### config.mk
export PLATFORM = sky130hd
export DESIGN_NAME = program_loader
export DESIGN_NICKNAME = d
export VERILOG_FILES = /design/src/rtl/program_loader.sv
export SDC_FILE = /design/constraint.sdc
export NUM_CORES = 1
export LEC_CHECK = 0
export BUFFER_PORTS_ARGS = -buffer_cell sky130_fd_sc_hd__buf_2
export CAP_MARGIN = 20
export CELL_PAD_IN_SITES_DETAIL_PLACEMENT = 0
export CELL_PAD_IN_SITES_GLOBAL_PLACEMENT = 2
export CORE_MARGIN = 4
export CORE_UTILIZATION = 35
export DETAILED_ROUTE_END_ITERATION = 10
export PLACE_DENSITY_LB_ADDON = 0.1
export SLEW_MARGIN = 10
export SYNTH_ARGS = -nofsm -noshare
export SYNTH_HDL_FRONTEND = slang
export SYNTH_SLANG_ARGS = --single-unit
### constraint.sdc
create_clock -name clk -period 2.6 [get_ports clk]
set_input_delay 0.52 -clock clk [delete_from_list [all_inputs] [get_ports clk]]
set_output_delay 0.52 -clock clk [all_outputs]
set_load 0.02 [all_outputs]
### src/rtl/program_loader.sv
// Boot-time program loader: assembles a UART byte stream (little-endian
// word count, then little-endian 32-bit words) into instruction-memory
// writes, then returns a one-byte acknowledge and releases the core.
module program_loader #(
  parameter int ADDR_WIDTH = 12
) (
  input  logic                  clk,
  input  logic                  rst_n,
  input  logic                  rx_valid,
  input  logic [7:0]            rx_data,
  output logic                  rx_ready,
  output logic                  imem_we,
  output logic [ADDR_WIDTH-1:0] imem_addr,
  output logic [31:0]           imem_wdata,
  output logic                  tx_valid,
  output logic [7:0]            tx_data,
  input  logic                  tx_ready,
  output logic                  done,
  output logic                  err
);

  localparam logic [2:0] S_LEN     = 3'd0;
  localparam logic [2:0] S_DATA    = 3'd1;
  localparam logic [2:0] S_ACK     = 3'd2;
  localparam logic [2:0] S_DONE    = 3'd3;
  localparam logic [2:0] S_ERR_ACK = 3'd4;
  localparam logic [2:0] S_ERR     = 3'd5;

  // Word index carries one extra bit so a full-capacity load is legal.
  localparam int          IDX_W = ADDR_WIDTH + 1;
  localparam logic [32:0] MAX_N = 33'd1 << ADDR_WIDTH;

  logic [2:0]            state_q, state_d;
  logic [1:0]            byte_cnt_q, byte_cnt_d;
  logic [31:0]           shift_q, shift_d;
  logic [IDX_W-1:0]      len_q, len_d;
  logic [IDX_W-1:0]      idx_q, idx_d;
  logic                  we_q, we_d;
  logic [ADDR_WIDTH-1:0] addr_q, addr_d;
  logic [31:0]           wdata_q, wdata_d;

  logic                  accept;
  logic                  last_wr;
  logic [31:0]           assembled;

  // The length and each data word share one shift register; the newest byte
  // enters at the top so the first byte ends up in bits 7:0.
  assign assembled = {rx_data, shift_q[31:8]};

  // Write pulse of the final word: stall input for exactly that cycle.
  assign last_wr  = we_q && ((idx_q + IDX_W'(1)) == len_q);

  assign rx_ready = (state_q == S_LEN) || ((state_q == S_DATA) && !last_wr);
  assign accept   = rx_valid && rx_ready;

  assign imem_we    = we_q;
  assign imem_addr  = addr_q;
  assign imem_wdata = wdata_q;

  assign tx_valid = (state_q == S_ACK) || (state_q == S_ERR_ACK);
  assign tx_data  = (state_q == S_ACK)     ? 8'hAA :
                    (state_q == S_ERR_ACK) ? 8'hEE : 8'h00;
  assign done     = (state_q == S_DONE);
  assign err      = (state_q == S_ERR);

  // Next-state, byte assembly and write-strobe generation.
  always_comb begin
    state_d    = state_q;
    byte_cnt_d = byte_cnt_q;
    shift_d    = shift_q;
    len_d      = len_q;
    idx_d      = idx_q;
    we_d       = 1'b0;
    addr_d     = addr_q;
    wdata_d    = wdata_q;

    if (accept) begin
      shift_d    = assembled;
      byte_cnt_d = byte_cnt_q + 2'd1;
    end

    case (state_q)
      S_LEN: begin
        if (accept && (byte_cnt_q == 2'd3)) begin
          if ({1'b0, assembled} > MAX_N) begin
            state_d = S_ERR_ACK;
          end else if (assembled == 32'd0) begin
            state_d = S_ACK;
          end else begin
            state_d = S_DATA;
            len_d   = assembled[IDX_W-1:0];
            idx_d   = '0;
          end
        end
      end
      S_DATA: begin
        if (we_q) begin
          idx_d = idx_q + IDX_W'(1);
        end
        if (last_wr) begin
          state_d = S_ACK;
        end
        if (accept && (byte_cnt_q == 2'd3)) begin
          we_d    = 1'b1;
          addr_d  = idx_q[ADDR_WIDTH-1:0];
          wdata_d = assembled;
        end
      end
      S_ACK: begin
        if (tx_ready) begin
          state_d = S_DONE;
        end
      end
      S_ERR_ACK: begin
        if (tx_ready) begin
          state_d = S_ERR;
        end
      end
      S_DONE:  state_d = S_DONE;
      S_ERR:   state_d = S_ERR;
      default: state_d = S_LEN;
    endcase
  end

  // All state clears immediately on reset; a partial word is simply lost.
  always_ff @(posedge clk or negedge rst_n) begin
    if (!rst_n) begin
      state_q    <= S_LEN;
      byte_cnt_q <= 2'd0;
      shift_q    <= 32'd0;
      len_q      <= '0;
      idx_q      <= '0;
      we_q       <= 1'b0;
      addr_q     <= '0;
      wdata_q    <= 32'd0;
    end else begin
      state_q    <= state_d;
      byte_cnt_q <= byte_cnt_d;
      shift_q    <= shift_d;
      len_q      <= len_d;
      idx_q      <= idx_d;
      we_q       <= we_d;
      addr_q     <= addr_d;
      wdata_q    <= wdata_d;
    end
  end

endmodule

; Word level (Yosys, flattened, before mapping)
; Index checks and enable logic that the tools add are counted.
[totals]
regBits = 108
input_bits = 12
word_cells = 57
[classes]
magnitude_cmp = 1
reduce_logical = 14
addsub = 2
n_eq_ne = 14
muxes = 16
bitwise = 2
[op_table]
columns = operator, count
row1 = two-way mux 13 bit, 4
row2 = > comparator 32 x 13 -> 1 bit (second input constant), 1
row3 = logical NOT 32 bit, 1
row4 = one-hot mux 13 bit (2 select lines), 1
row5 = one-hot mux 3 bit (6 select lines), 1
row6 = two-way mux 8 bit, 2
row7 = two-way mux 3 bit, 5
row8 = adder 13 x 1 -> 13 bit (second input constant), 1
row9 = equality test 13 bit, 1
row10 = != test 2 bit (second input constant), 6
row11 = AND reduction 4 bit, 2
row12 = equality test 3 x 2 -> 1 bit (second input constant), 2
row13 = equality test 3 bit (second input constant), 2
row14 = AND reduction 5 bit, 1
row15 = logical AND 1 bit, 4
row16 = equality test 3 x 1 -> 1 bit (second input constant), 1
row17 = logical NOT 3 bit, 1
row18 = adder 2 x 1 -> 2 bit (second input constant), 1
row19 = equality test 2 bit (second input constant), 1
row20 = logical OR 1 bit, 2
row21 = two-way mux 1 bit, 2
row22 = two-way mux 2 bit, 1
row23 = != test 2 x 1 -> 1 bit (second input constant), 1
row24 = NOT 1 bit, 2
row25 = 3 further kinds, 3

; Longest topological paths before layout
; Gate-level depths: netlist of run 1.
[depth]
ltp_word = 10
depth_mapped = 8

; Worst setup path after synthesis of run 1
; OpenSTA, ideal clock, no wires.
[synth_timing]
path_kind = register to register
start = register idx_q[1]
end = register wdata_q[23] (netlist: imem_wdata[23])
t_arrival_ns = 2.723
stages_incl_launch_ff = 9
setup_ns = 0.125
setup_slack_ns = -0.248
path_cell_list = dfrtp_1 > ha_1 > nand3_1 > or4_1 > xnor2_1 > a211o_1 > o21ai_4 > buf_6 > mux2_2
[synth_between]
elab_chain_len = 9
[synth_lines]
columns = element, line
row1 = "start, declared", 37  ; logic [IDX_W-1:0] idx_q, idx_d;
row2 = "start signal, assigned", 141  ; idx_q <= idx_d;
row3 = adder 13 x 1 -> 13 bit, 51  ; assign last_wr = we_q && ((idx_q + IDX_W'(1)) == len_q);
row4 = equality test 13 bit, 51
row5 = logical AND 1 bit, 51
row6 = logical NOT 1 bit, 53  ; assign rx_ready = (state_q == S_LEN) || ((state_q == S_DATA) && !last_wr);
row7 = logical AND 1 bit, 53
row8 = logical OR 1 bit, 53
row9 = logical AND 1 bit, 54  ; assign accept = rx_valid && rx_ready;
row10 = logical AND 1 bit, 103  ; if (accept && (byte_cnt_q == 2'd3)) begin
row11 = AND reduction 2 bit (no source line), n/a
row12 = "end signal, assigned", 144  ; wdata_q <= wdata_d;
row13 = "end, declared", 40  ; logic [31:0] wdata_q, wdata_d;
; Every way passes these cells.
; A chain may end at the register's enable or synchronous reset.

; Final worst setup path of run 1
[layout_timing]
start = register idx_q[0]
end = output rx_ready
[layout_between]
elab_chain_len = 6
[layout_lines]
columns = element, line
row1 = adder 13 x 1 -> 13 bit, 51
row2 = equality test 13 bit, 51
row3 = logical AND 1 bit, 51
row4 = logical NOT 1 bit, 53
row5 = logical AND 1 bit, 53
row6 = logical OR 1 bit, 53
row7 = "end, declared", 11  ; output logic rx_ready,
; Every way passes these cells.

==> summary.json, run 1 <==
{
  "run_status": {
    "status": "finished with violations",
    "failed_checks": "negative setup slack"
  },
  "critical_path": {
    "worstRegToRegCells": 12,
    "regToRegStartpoint": "idx_q[0]$_DFFE_PN0P_",
    "crit_chain": "buf_6 -> nand4_1 -> or4_1 -> a222oi_1 -> buf_4 -> and4_4 -> a31oi_1 -> buf_2",
    "path_max_fanout": 3,
    "start_kind": "flip-flop",
    "worst_setup_path_end_kind": "output pin",
    "worst_setup_path_category": "flip-flop to output pin",
    "worst_ep_required_time_ns": 2.08,
    "r2r-end": "shift_q[27]$_DFFE_PN0P_",
    "reg2reg_setup_slack_ns": -0.38,
    "worst_ep_arrival_time_ns": 2.47,
    "cp_slowest_stage_delay_ns": 0.51,
    "cpMaxStageDelayCell": "sky130_fd_sc_hd__or4_1"
  },
  "cells_and_area": {
    "finish.instance_area_sq_um": 6534,
    "syn2layout_area_growth_pct": 38.11,
    "n_antenna_cell": 0,
    "layout.cells.most_common_list": "98 x sky130_fd_sc_hd__dfrtp_1, 65 x sky130_fd_sc_hd__buf_2, 64 x sky130_fd_sc_hd__mux2_4",
    "layout-drive-gt1-share_pct": 51.15,
    "mostFrequentLayoutCell": "sky130_fd_sc_hd__dfrtp_1",
    "nNetsFinal": 529
  },
  "power_and_ir_drop": {
    "totalPowerFinal_mw": 2.902,
    "comb_power_share_pct": 1.8,
    "cellLeakagePower_nw": 3.404,
    "sw_share_pct": 23.21,
    "powerDensity_nw_per_um2": 444.1,
    "peakVddDrop_mv": 0.2836,
    "power.sequential.fraction_pct": 53.6,
    "internal_power_mw": 2.228,
    "net-switching-power_mw": 0.6734,
    "p_clk_share_pct": 44.6
  },
  "synth": {
    "synth_ff_type": "sky130_fd_sc_hd__dfrtp_1",
    "netlist-cell-type-count": 54,
    "syn_avg_cell_area_sq_um": 12.38,
    "yosys_warnings": 0,
    "synth.ff_latch_count": 100,
    "netlist_instances": 382,
    "synth-seq-area-share_pct": 52.90,
    "synth.cell_area_sq_um": 4731,
    "number_of_flops_mapped_to_enable_cells_by_yosys": 0,
    "synth_async_sr_flop_share_pct": 100.0
  },
  "timing": {
    "setup_total_negative_slack_ns": -17.46,
    "timing.final.hold_violations": 0,
    "skew_ns": 0.006295,
    "fmax_mhz": 334.3,
    "min_hold_slack_ns": 0.1110,
    "finalSetupViolCount": 72,
    "report.final.slew_viol_count": 0,
    "min_period_ns": 2.992,
    "finalCritPeriodShare_pct": 115.1,
    "postLayoutSetupSlackWorst_ns": -0.3916,
    "rsz0062_at_grt": "true"
  },
  "place": {
    "preCtsSetupSlack_ns": -0.2051,
    "dpl_cell_area_sq_um": 5619,
    "detailedPlacementHpwl_um": 8460,
    "placement.io_buffers": 66,
    "place_congestion": 0.7808
  },
  "global_routing": {
    "first_pass_grt_wire_length_um": 20920,
    "pin_count_of_the_biggest_net_entering_global_routing": 51,
    "grt-ovfl-total": 0,
    "number_of_antenna_violations_at_the_first_check_in_global_routing": 0,
    "grt_pass1_vias": 3771,
    "grt_usage_pct": 17.10
  },
  "route": {
    "routed_wire_length_per_instance_um": 19.14,
    "ant_nets": 0,
    "initialDrtViolationCount": 186,
    "route.detailed.drc": 0,
    "via_per_inst": 5.072,
    "wirelength_um": 13320,
    "vias": 3530,
    "first_pass_detailed_route_iteration_total": 4
  },
  "clock_network": {
    "tritoncts_buffer_count": 9,
    "cts_tree": "built",
    "ctsHoldBuffers": 0,
    "clock_tree.htree_level_count": 3,
    "worst_skew_pair.late_latency_ns": 0.35,
    "cts.root.buffer_cell": "sky130_fd_sc_hd__clkbuf_16",
    "cts-root-to-sink-buffers": 2,
    "clk_pin_slew_ns": 0.07,
    "clock_sinks": 100
  },
  "floorplanning": {
    "rows": 42,
    "initial_utilization_pct": 35.72,
    "die_w_um": 124.3,
    "core_area_sq_um": 13240,
    "die_h_um": 124.3,
    "overall_die_area_sq_um": 15440,
    "num_io_pins": 69
  },
  "flow_run": {
    "cap_violations": 0
  },
  "hold_path": {
    "hp-class": "input pin to async pin"
  }
}
==> power groups by stage <==
stage	sequential (mW)	combinational, mW	clock (mW)
2_1_floorplan	1.59	0.00702	0
4_1_cts	1.55	0.0559	1.33
6_report	1.55	0.0534	1.29
5_1_grt	1.55	0.0622	1.39
3_3_place_gp	1.58	0.0546	0
3_5_place_dp	1.58	0.0557	0
==> metrics by stage <==
step	utilization (%)	cells
3_5_place_dp	42.43	656
4_1_cts	48.73	695
6_report	49.34	696
3_3_place_gp	42.43	656
5_1_grt	49.34	696
2_1_floorplan	-	383
==> kinds of logic after synthesis <==
group / count (synthesis) / share of synthesized area, %
other: 1 / 0.07927
and+or+nand+nor: 88 / 10.24
DFF: 100 / 52.90
buffers and inverters: 32 / 4.152
muxes: 83 / 19.73
xor gates and xnor gates: 18 / 3.332
AOI/OAI and AO/OA: 57 / 8.834
adders and majority gates: 3 / 0.7405
==> critical path, delay by kind of cell, from the launching register on <==
kind | cells | cell delay (ns)
AND/OR/NAND/NOR | 3 | 0.91
buffers and inverters | 3 | 0.46
AO/OA/AOI/OAI | 2 | 0.32
flip-flops | 1 | 0.42
==> final cells by class <==
cell class / instances / area [sq um]
inverter: 6 / 22.52
sequential: 100 / 2505
clock inverter: 6 / 48.80
fill: 1253 / 6709
multi-input combinational: 251 / 2362
tap: 176 / 220.2
timing repair buffer: 147 / 1146
clock buffer: 10 / 229.0
==> worst max path at each step <==
| stage | from | end | slack (ns) | cells after the start |
|---|---|---|---|---|
| 2_1_floorplan | idx_q[3]$_DFFE_PN0P_ | imem_wdata[23]$_DFFE_PN0P_ | 0.006 | 8 |
| 3_3_place_gp | idx_q[3]$_DFFE_PN0P_ | imem_wdata[21]$_DFFE_PN0P_ | -0.17 | 8 |
| 3_5_place_dp | idx_q[1]$_DFFE_PN0P_ | imem_wdata[23]$_DFFE_PN0P_ | -0.21 | 9 |
| 4_1_cts | idx_q[0]$_DFFE_PN0P_ | rx_ready | -0.43 | 9 |
| 5_1_grt | idx_q[0]$_DFFE_PN0P_ | rx_ready | -0.50 | 8 |
| 6_report | idx_q[0]$_DFFE_PN0P_ | rx_ready | -0.39 | 8 |
==> cell usage after synthesis, drive strengths merged, types with 3 or more instances <==
master,n,area (sq um)
a211o,3,26.28
a21oi,7,35.03
a31oi,4,25.02
and3,3,18.77
and4,4,35.03
buf,18,143.9
clkbuf,8,30.03
dfrtp,100,2502
inv,6,22.52
mux2,82,923.4
nand2,13,48.80
nand3,11,55.05
nand4,8,50.05
nor2,18,67.56
nor2b,3,18.77
nor3,3,15.01
nor4,8,50.05
o21ai,20,111.4
o31ai,6,45.04
o41ai,3,26.28
or3,5,36.28
xnor2,7,61.31
xor2,11,96.34
==> metal layers <==
layer,GRT usage (%),part of all wire (%)
met5,0,0
met4,6.319,1.9
met3,3.130,3.0
met2,28.63,49
met1,22.12,46
==> state kept, by name, summed over array words and instances, names as in the netlist <==
signal,cells
byte_cnt_q,2
state_q,3
imem_addr,12
idx_q,13
imem_we,1
shift_q,24
imem_wdata,32
len_q,13
==> what timing repair did <==
action | in CTS | in global routing
gates resized for setup | 63 | 38
pin swaps | 3 | 5
endpoints found under the setup margin | 71 | 82
setup buffers | 16 | 8
cloned | 8 | 2
No activity file was read; power rests on OpenSTA's default activity.
==> run 2: changes to the inputs <==
CORE_UTILIZATION = 38   (was 35)
CTS_CLUSTER_SIZE = 8   (was default)
PLACE_DENSITY = 0.81   (was default)
PLACE_DENSITY_LB_ADDON = default   (was 0.1)
clock period = 3.4 ns   (was 2.6 ns; I/O delays follow)
==> summary.json, run 2 (synthesis results as in run 1) <==
{
  "timing": {
    "finalSetupViolCount": {"value": 0, "change": "-100%"},
    "timing.final.hold_violations": {"value": 0, "change": "unchanged"},
    "finalCritPeriodShare_pct": 95.46,
    "fmax_mhz": 308.1,
    "max_slew.worst_pin.slew_ns": 0.5268,
    "min_period_ns": 3.246,
    "maxSlewHeadroom_pct": 64.80,
    "rsz0062_at_grt": "false",
    "setup_total_negative_slack": {"value": 0, "unit": "ns", "change": "+17.46 ns"},
    "report.final.slew_viol_count": {"value": 0, "change": "unchanged"},
    "skew": {"value": 0.008837, "unit": "ns", "change": "+0.002542 ns"},
    "min_hold_slack": {"value": 0.2219, "unit": "ns", "change": "+0.1108 ns"}
  },
  "critical_path": {
    "regToRegStartpoint": "idx_q[1]$_DFFE_PN0P_",
    "start_kind": "flip-flop",
    "path_max_fanout": {"value": 9, "change": "+6"},
    "worst_setup_path_category": "flip-flop to output pin",
    "setup.worst_path.start": "idx_q[1]$_DFFE_PN0P_",
    "worst_ep_arrival_time": {"value": 2.57, "unit": "ns", "change": "+0.10 ns"},
    "cp_slowest_stage_delay": {"value": 0.44, "unit": "ns", "change": "-0.07 ns"},
    "crit_chain": "ha_4 -> nand3_2 -> or3_4 -> o311a_1 -> a211oi_4 -> a31oi_1 -> buf_2",
    "worst_setup_path_end_kind": "output pin",
    "worst_ep_required_time": {"value": 2.72, "unit": "ns", "change": "+0.64 ns"},
    "worstRegToRegCells": {"value": 8, "change": "-4"},
    "cpMaxStageDelayCell": "sky130_fd_sc_hd__dfrtp_2"
  },
  "floorplanning": {
    "overall_die_area": {"value": 14300, "unit": "sq um", "change": "-7.4%"},
    "core_area": {"value": 12110, "unit": "sq um", "change": "-8.5%"},
    "die_h": {"value": 119.6, "unit": "um", "change": "-3.8%"},
    "num_io_pins": {"value": 69, "change": "unchanged"},
    "initial_utilization": {"value": 39.06, "unit": "%", "change": "+3.3 points"},
    "rows": {"value": 40, "change": "-4.8%"},
    "die_w": {"value": 119.6, "unit": "um", "change": "-3.8%"}
  },
  "route": {
    "ant_nets": {"value": 0, "change": "unchanged"},
    "via_per_inst": {"value": 5.249, "change": "+3.5%"},
    "initialDrtViolationCount": {"value": 116, "change": "-38%"},
    "route.detailed.drc": {"value": 0, "change": "unchanged"},
    "wirelength": {"value": 10580, "unit": "um", "change": "-21%"},
    "routed_wire_length_per_instance": {"value": 16.91, "unit": "um", "change": "-12%"},
    "vias": {"value": 3286, "change": "-6.9%"},
    "first_pass_detailed_route_iteration_total": {"value": 5, "change": "+1"}
  },
  "power_and_ir_drop": {
    "powerDensity": {"value": 394.4, "unit": "nW/um^2", "change": "-11%"},
    "cellLeakagePower": {"value": 2.855, "unit": "nW", "change": "-16%"},
    "peakVddDrop": {"value": 0.3471, "unit": "mV", "change": "+22%"}
  },
  "hold_path": {
    "hp-class": "input pin to async pin"
  },
  "clock_network": {
    "clock_sinks": {"value": 100, "change": "unchanged"},
    "clk_pin_slew": {"value": 0.08, "unit": "ns", "change": "about the same"},
    "cts_tree": "built",
    "worst_skew_pair.late_latency": {"value": 0.35, "unit": "ns", "change": "about the same"},
    "tritoncts_buffer_count": {"value": 9, "change": "unchanged"},
    "cts-root-to-sink-buffers": {"value": 2, "change": "unchanged"},
    "cts.root.buffer_cell": "sky130_fd_sc_hd__clkbuf_16",
    "clock_tree.htree_level_count": {"value": 3, "change": "unchanged"},
    "ctsHoldBuffers": {"value": 0, "change": "unchanged"},
    "postCtsSetupBuffers": {"value": 0, "change": "-16"}
  },
  "global_routing": {
    "grt-ovfl-total": {"value": 0, "change": "unchanged"},
    "first_pass_grt_wire_length": {"value": 17550, "unit": "um", "change": "-16%"},
    "number_of_antenna_violations_at_the_first_check_in_global_routing": {"value": 0, "change": "unchanged"},
    "pin_count_of_the_biggest_net_entering_global_routing": {"value": 81, "change": "+59%"},
    "grt_usage": {"value": 15.61, "unit": "%", "change": "-1.5 points"},
    "grt_pass1_vias": {"value": 3243, "change": "-14%"}
  },
  "cells_and_area": {
    "syn2layout_area_growth_pct": 18.46,
    "max_ffs_per_register": {"value": 32, "change": "unchanged"},
    "n_antenna_cell": {"value": 0, "change": "unchanged"},
    "nNetsFinal": {"value": 467, "change": "-12%"},
    "layout-drive-gt1-share": {"value": 42.79, "unit": "%", "change": "-8.4 points"},
    "mostFrequentLayoutCell": "sky130_fd_sc_hd__dfrtp_1",
    "layout.cells.most_common_list": "98 x sky130_fd_sc_hd__dfrtp_1, 79 x sky130_fd_sc_hd__mux2_2, 65 x sky130_fd_sc_hd__buf_2",
    "layout.filler_cells": {"value": 1170, "change": "-6.6%"}
  },
  "flow_run": {
    "cap_violations": {"value": 0, "change": "unchanged"}
  },
  "run_status": {
    "status": "finished clean"
  },
  "place": {
    "place_congestion": {"value": 0.8686, "change": "+11%"},
    "placement.io_buffers": {"value": 66, "change": "unchanged"},
    "detailedPlacementHpwl": {"value": 7461, "unit": "um", "change": "-12%"}
  }
}
run 2: power by group:
| part | total [mW] | switching [mW] | leakage [nW] | internal [mW] |
|---|---|---|---|---|
| Clock | 0.981 | 0.473 | 0.142 | 0.508 |
| Sequential | 1.19 | 0.0000000000000000307 | 1.32 | 1.19 |
| Combinational | 0.0412 | 0.0305 | 1.39 | 0.0107 |
run 2: timing repair:
item,in CTS,in global routing
setup endpoints to repair,1,1
resized for setup,4,5
pin swaps,1,0
hold endpoints to repair,0,0
run 2: path summary, 6_finish.rpt:
path                                                   to  slack [ns]
worst min register to register  byte_cnt_q[0]$_DFFE_PN0P_        0.48
max in group asynchronous         shift_q[29]$_DFFE_PN0P_        2.36
worst max-delay path                             rx_ready        0.15
worst max register to register  imem_addr[11]$_DFFE_PN0P_        0.52
worst min-delay path                 idx_q[6]$_DFFE_PN0P_        0.22
min in group clk                byte_cnt_q[0]$_DFFE_PN0P_        0.48
run 2: through the flow:
step	worst slack [ns]	instance area, sq um	util (%)	instances	power, mW
4_1_cts	0.005061	5555	45.87	625	2.245
5_1_grt	0.01634	5604	46.27	626	2.309
6_report	0.1543	5604	46.27	626	2.210
3_5_place_dp	0.1821	5251	43.36	609	1.252
2_1_floorplan	0.5154	4735	-	383	1.218
3_3_place_gp	0.2832	5251	43.36	609	1.251
run 2: critical path, delay by kind of cell, from the launching register on:
kind | cells | cell delay, ns
flops | 1 | 0.44
compound gates | 3 | 0.77
simple gates | 2 | 0.62
fa+ha+maj | 1 | 0.20
buf+inv | 1 | 0.18
run 2: cell type report:
class	count	area, sq um	area share (%)
inverters	6	22.52	0.4019
repair buffers	85	508.0	9.065
clock buffers	9	225.2	4.019
well taps	168	210.2	3.751
clock inverters	7	56.30	1.005
flip-flops and latches	100	2505	44.70
multi-input cells	251	2077	37.06
run 2: layer usage:
metal / global-route usage (%) / share of wire [%] / vias to the layer above
met5: 0 / 0 / -
met4: 4.510 / 1.5 / 0
met3: 5.090 / 6.1 / 13
met2: 25.35 / 48 / 86
met1: 20.02 / 44 / 1642
li1: - / - / 1545
==> run 3: changes to the inputs <==
ABC_CLOCK_PERIOD_IN_PS = 3400   (was default)
PLACE_DENSITY = 0.85   (was 0.81)
==> summary.json, run 3 (synthesis results as in run 1) <==
{
  "run_status": {
    "status": "finished clean"
  },
  "critical_path": {
    "path_max_fanout": {"value": 8, "change": "-1"},
    "worst_setup_path_category": "flip-flop to output pin",
    "regToRegStartpoint": "idx_q[1]$_DFFE_PN0P_",
    "worst_ep_required_time": {"value": 2.72, "unit": "ns", "change": "about the same"},
    "worst_ep_arrival_time": {"value": 2.59, "unit": "ns", "change": "+0.02 ns"},
    "setup.worst_path.start": "idx_q[1]$_DFFE_PN0P_",
    "worst_setup_path_end_kind": "output pin",
    "start_kind": "flip-flop"
  },
  "floorplanning": {
    "initial_utilization": {"value": 39.06, "unit": "%", "change": "unchanged"},
    "rows": {"value": 40, "change": "unchanged"},
    "die_h": {"value": 119.6, "unit": "um", "change": "unchanged"},
    "num_io_pins": {"value": 69, "change": "unchanged"},
    "overall_die_area": {"value": 14300, "unit": "sq um", "change": "unchanged"},
    "die_w": {"value": 119.6, "unit": "um", "change": "unchanged"},
    "core_area": {"value": 12110, "unit": "sq um", "change": "unchanged"}
  },
  "timing": {
    "fmax": {"value": 305.8, "unit": "MHz", "change": "-0.76%"},
    "postLayoutSetupSlackWorst": {"value": 0.1296, "unit": "ns", "change": "-0.02474 ns"},
    "rsz0062_at_grt": "false",
    "skew": {"value": 0.01403, "unit": "ns", "change": "+0.005196 ns"},
    "finalSetupViolCount": {"value": 0, "change": "unchanged"},
    "setup_total_negative_slack": {"value": 0, "unit": "ns", "change": "unchanged"},
    "min_period": {"value": 3.270, "unit": "ns", "change": "+0.02474 ns"},
    "max_slew.worst_pin.slew": {"value": 0.9566, "unit": "ns", "change": "+0.4298 ns"},
    "report.final.slew_viol_count": {"value": 0, "change": "unchanged"},
    "finalCritPeriodShare": {"value": 96.19, "unit": "%", "change": "+0.73 points"},
    "timing.final.hold_violations": {"value": 0, "change": "unchanged"},
    "maxSlewHeadroom": {"value": 35.80, "unit": "%", "change": "-29 points"}
  },
  "clock_network": {
    "cts.root.buffer_cell": "sky130_fd_sc_hd__clkbuf_16",
    "clk_pin_slew": {"value": 0.07, "unit": "ns", "change": "about the same"},
    "ctsHoldBuffers": {"value": 0, "change": "unchanged"},
    "clock_sinks": {"value": 100, "change": "unchanged"},
    "worst_skew_pair.late_latency": {"value": 0.35, "unit": "ns", "change": "about the same"},
    "clock_tree.htree_level_count": {"value": 3, "change": "unchanged"},
    "cts-root-to-sink-buffers": {"value": 2, "change": "unchanged"},
    "tritoncts_buffer_count": {"value": 9, "change": "unchanged"},
    "cts_tree": "built"
  },
  "cells_and_area": {
    "layout-drive-gt1-share": {"value": 42.29, "unit": "%", "change": "-0.50 points"},
    "n_antenna_cell": {"value": 0, "change": "unchanged"},
    "syn2layout_area_growth_pct": 18.20,
    "layout.cells.most_common_list": "97 x sky130_fd_sc_hd__dfrtp_1, 79 x sky130_fd_sc_hd__mux2_2, 65 x sky130_fd_sc_hd__buf_2",
    "mostFrequentLayoutCell": "sky130_fd_sc_hd__dfrtp_1",
    "nNetsFinal": {"value": 463, "change": "-0.86%"},
    "layout.filler_cells": {"value": 1146, "change": "-2.1%"},
    "max_ffs_per_register": {"value": 32, "change": "unchanged"},
    "multiInputGateArea": {"value": 2072, "unit": "sq um", "change": "-0.24%"},
    "final_standard_cell_count_with_taps_included_and_fillers_excluded": {"value": 622, "change": "-0.64%"},
    "regArea": {"value": 2506, "unit": "sq um", "change": "about the same"}
  },
  "global_routing": {
    "grt_pass1_vias": {"value": 3273, "change": "+0.93%"},
    "first_pass_grt_wire_length": {"value": 17600, "unit": "um", "change": "+0.27%"},
    "grt_usage": {"value": 15.36, "unit": "%", "change": "-0.25 points"},
    "pin_count_of_the_biggest_net_entering_global_routing": {"value": 56, "change": "-31%"},
    "grt-ovfl-total": {"value": 0, "change": "unchanged"},
    "number_of_antenna_violations_at_the_first_check_in_global_routing": {"value": 0, "change": "unchanged"}
  },
  "flow_run": {
    "cap_violations": {"value": 0, "change": "unchanged"}
  },
  "route": {
    "ant_nets": {"value": 0, "change": "unchanged"},
    "route.detailed.drc": {"value": 0, "change": "unchanged"},
    "via_per_inst": {"value": 5.167, "change": "-1.6%"},
    "first_pass_detailed_route_iteration_total": {"value": 4, "change": "-1"},
    "wirelength": {"value": 10560, "unit": "um", "change": "-0.22%"},
    "routed_wire_length_per_instance": {"value": 16.98, "unit": "um", "change": "+0.42%"},
    "vias": {"value": 3214, "change": "-2.2%"},
    "initialDrtViolationCount": {"value": 205, "change": "+77%"}
  },
  "power_and_ir_drop": {
    "cellLeakagePower": {"value": 2.841, "unit": "nW", "change": "-0.48%"},
    "net-switching-power": {"value": 0.4955, "unit": "mW", "change": "-1.5%"},
    "sw_share": {"value": 21.79, "unit": "%", "change": "-0.97 points"},
    "internal_power": {"value": 1.779, "unit": "mW", "change": "+4.2%"},
    "power.sequential.fraction": {"value": 52.3, "unit": "%", "change": "-1.5 points"},
    "peakVddDrop": {"value": 0.2901, "unit": "mV", "change": "-16%"},
    "p_clk_share": {"value": 46.0, "unit": "%", "change": "+1.6 points"},
    "powerDensity": {"value": 406.7, "unit": "nW/um^2", "change": "+3.1%"},
    "comb_power_share": {"value": 1.7, "unit": "%", "change": "-0.2 points"}
  },
  "place": {
    "placement.io_buffers": {"value": 66, "change": "unchanged"},
    "detailedPlacementHpwl": {"value": 7275, "unit": "um", "change": "-2.5%"},
    "placed_cells_incl_taps": {"value": 604, "change": "-0.82%"},
    "place_congestion": {"value": 0.8472, "change": "-2.5%"},
    "preCtsSetupSlack": {"value": 0.2768, "unit": "ns", "change": "+0.09476 ns"}
  },
  "hold_path": {
    "hp-class": "input pin to async pin"
  }
}
-- run 3: timing repair --
action | 4_1_cts | 5_1_grt
endpoints found under the hold margin | 0 | 0
setup buffers | 0 | 2
gates resized for setup | 3 | 6
endpoints found under the setup margin | 1 | 1
pin swaps | 1 | 1
-- run 3: layer usage --
metal	global-route usage (%)	routed length, um	vias up
met2	24.58	5039	62
met4	2.863	31	0
met3	4.760	495	2
li1	-	-	1533
met1	20.87	4993	1617
met5	0	0	-
-- run 3: metrics by stage --
step	hold WS (ns)	area (sq um)	power (mW)	util, %
floorplan	0.3844	4735	1.218	-
global placement	0.4620	5226	1.253	43.15
detailed placement	0.4814	5226	1.254	43.15
CTS	0.4265	5554	2.314	45.86
global route	0.4575	5592	2.368	46.17
finish	0.3962	5592	2.274	46.17
-- run 3: final cells by class --
cell class,count,share of cell area [%]
Inverter,6,0.4028
Clock inverter,7,1.522
Multi-Input combinational cell,251,37.06
Tap cell,168,3.759
Clock buffer,9,4.028
Sequential cell,100,44.82
Timing Repair Buffer,81,8.414
-- run 3: worst paths after layout --
kind / endpoint / slack [ns] / cells after the start
max reg2reg: imem_wdata[10]$_DFFE_PN0P_ / 0.44 / 9
min reg2reg: byte_cnt_q[0]$_DFFE_PN0P_ / 0.49 / 1
max: rx_ready / 0.13 / 7
min: imem_addr[3]$_DFFE_PN0P_ / 0.40 / 1
max in group asynchronous: len_q[8]$_DFFE_PN0P_ / 2.30 / 2
min in group clk: byte_cnt_q[0]$_DFFE_PN0P_ / 0.49 / 1
-- run 3: power by group through the flow --
stage | combinational [mW] | sequential [mW] | clock, mW
floorplan | 0.00537 | 1.21 | 0
global placement | 0.0408 | 1.21 | 0
detailed placement | 0.0417 | 1.21 | 0
CTS | 0.0418 | 1.19 | 1.08
global route | 0.0458 | 1.19 | 1.13
finish | 0.0393 | 1.19 | 1.05
-- run 3: critical path: stages, from the launching register on --
cell and delay, ns:
sky130_fd_sc_hd__dfrtp_2 0.43, sky130_fd_sc_hd__ha_4 0.19, sky130_fd_sc_hd__nand3_1 0.17, sky130_fd_sc_hd__or3_4 0.44
sky130_fd_sc_hd__o311a_1 0.39, sky130_fd_sc_hd__a211oi_4 0.25, sky130_fd_sc_hd__a31oi_1 0.17, sky130_fd_sc_hd__buf_2 0.19
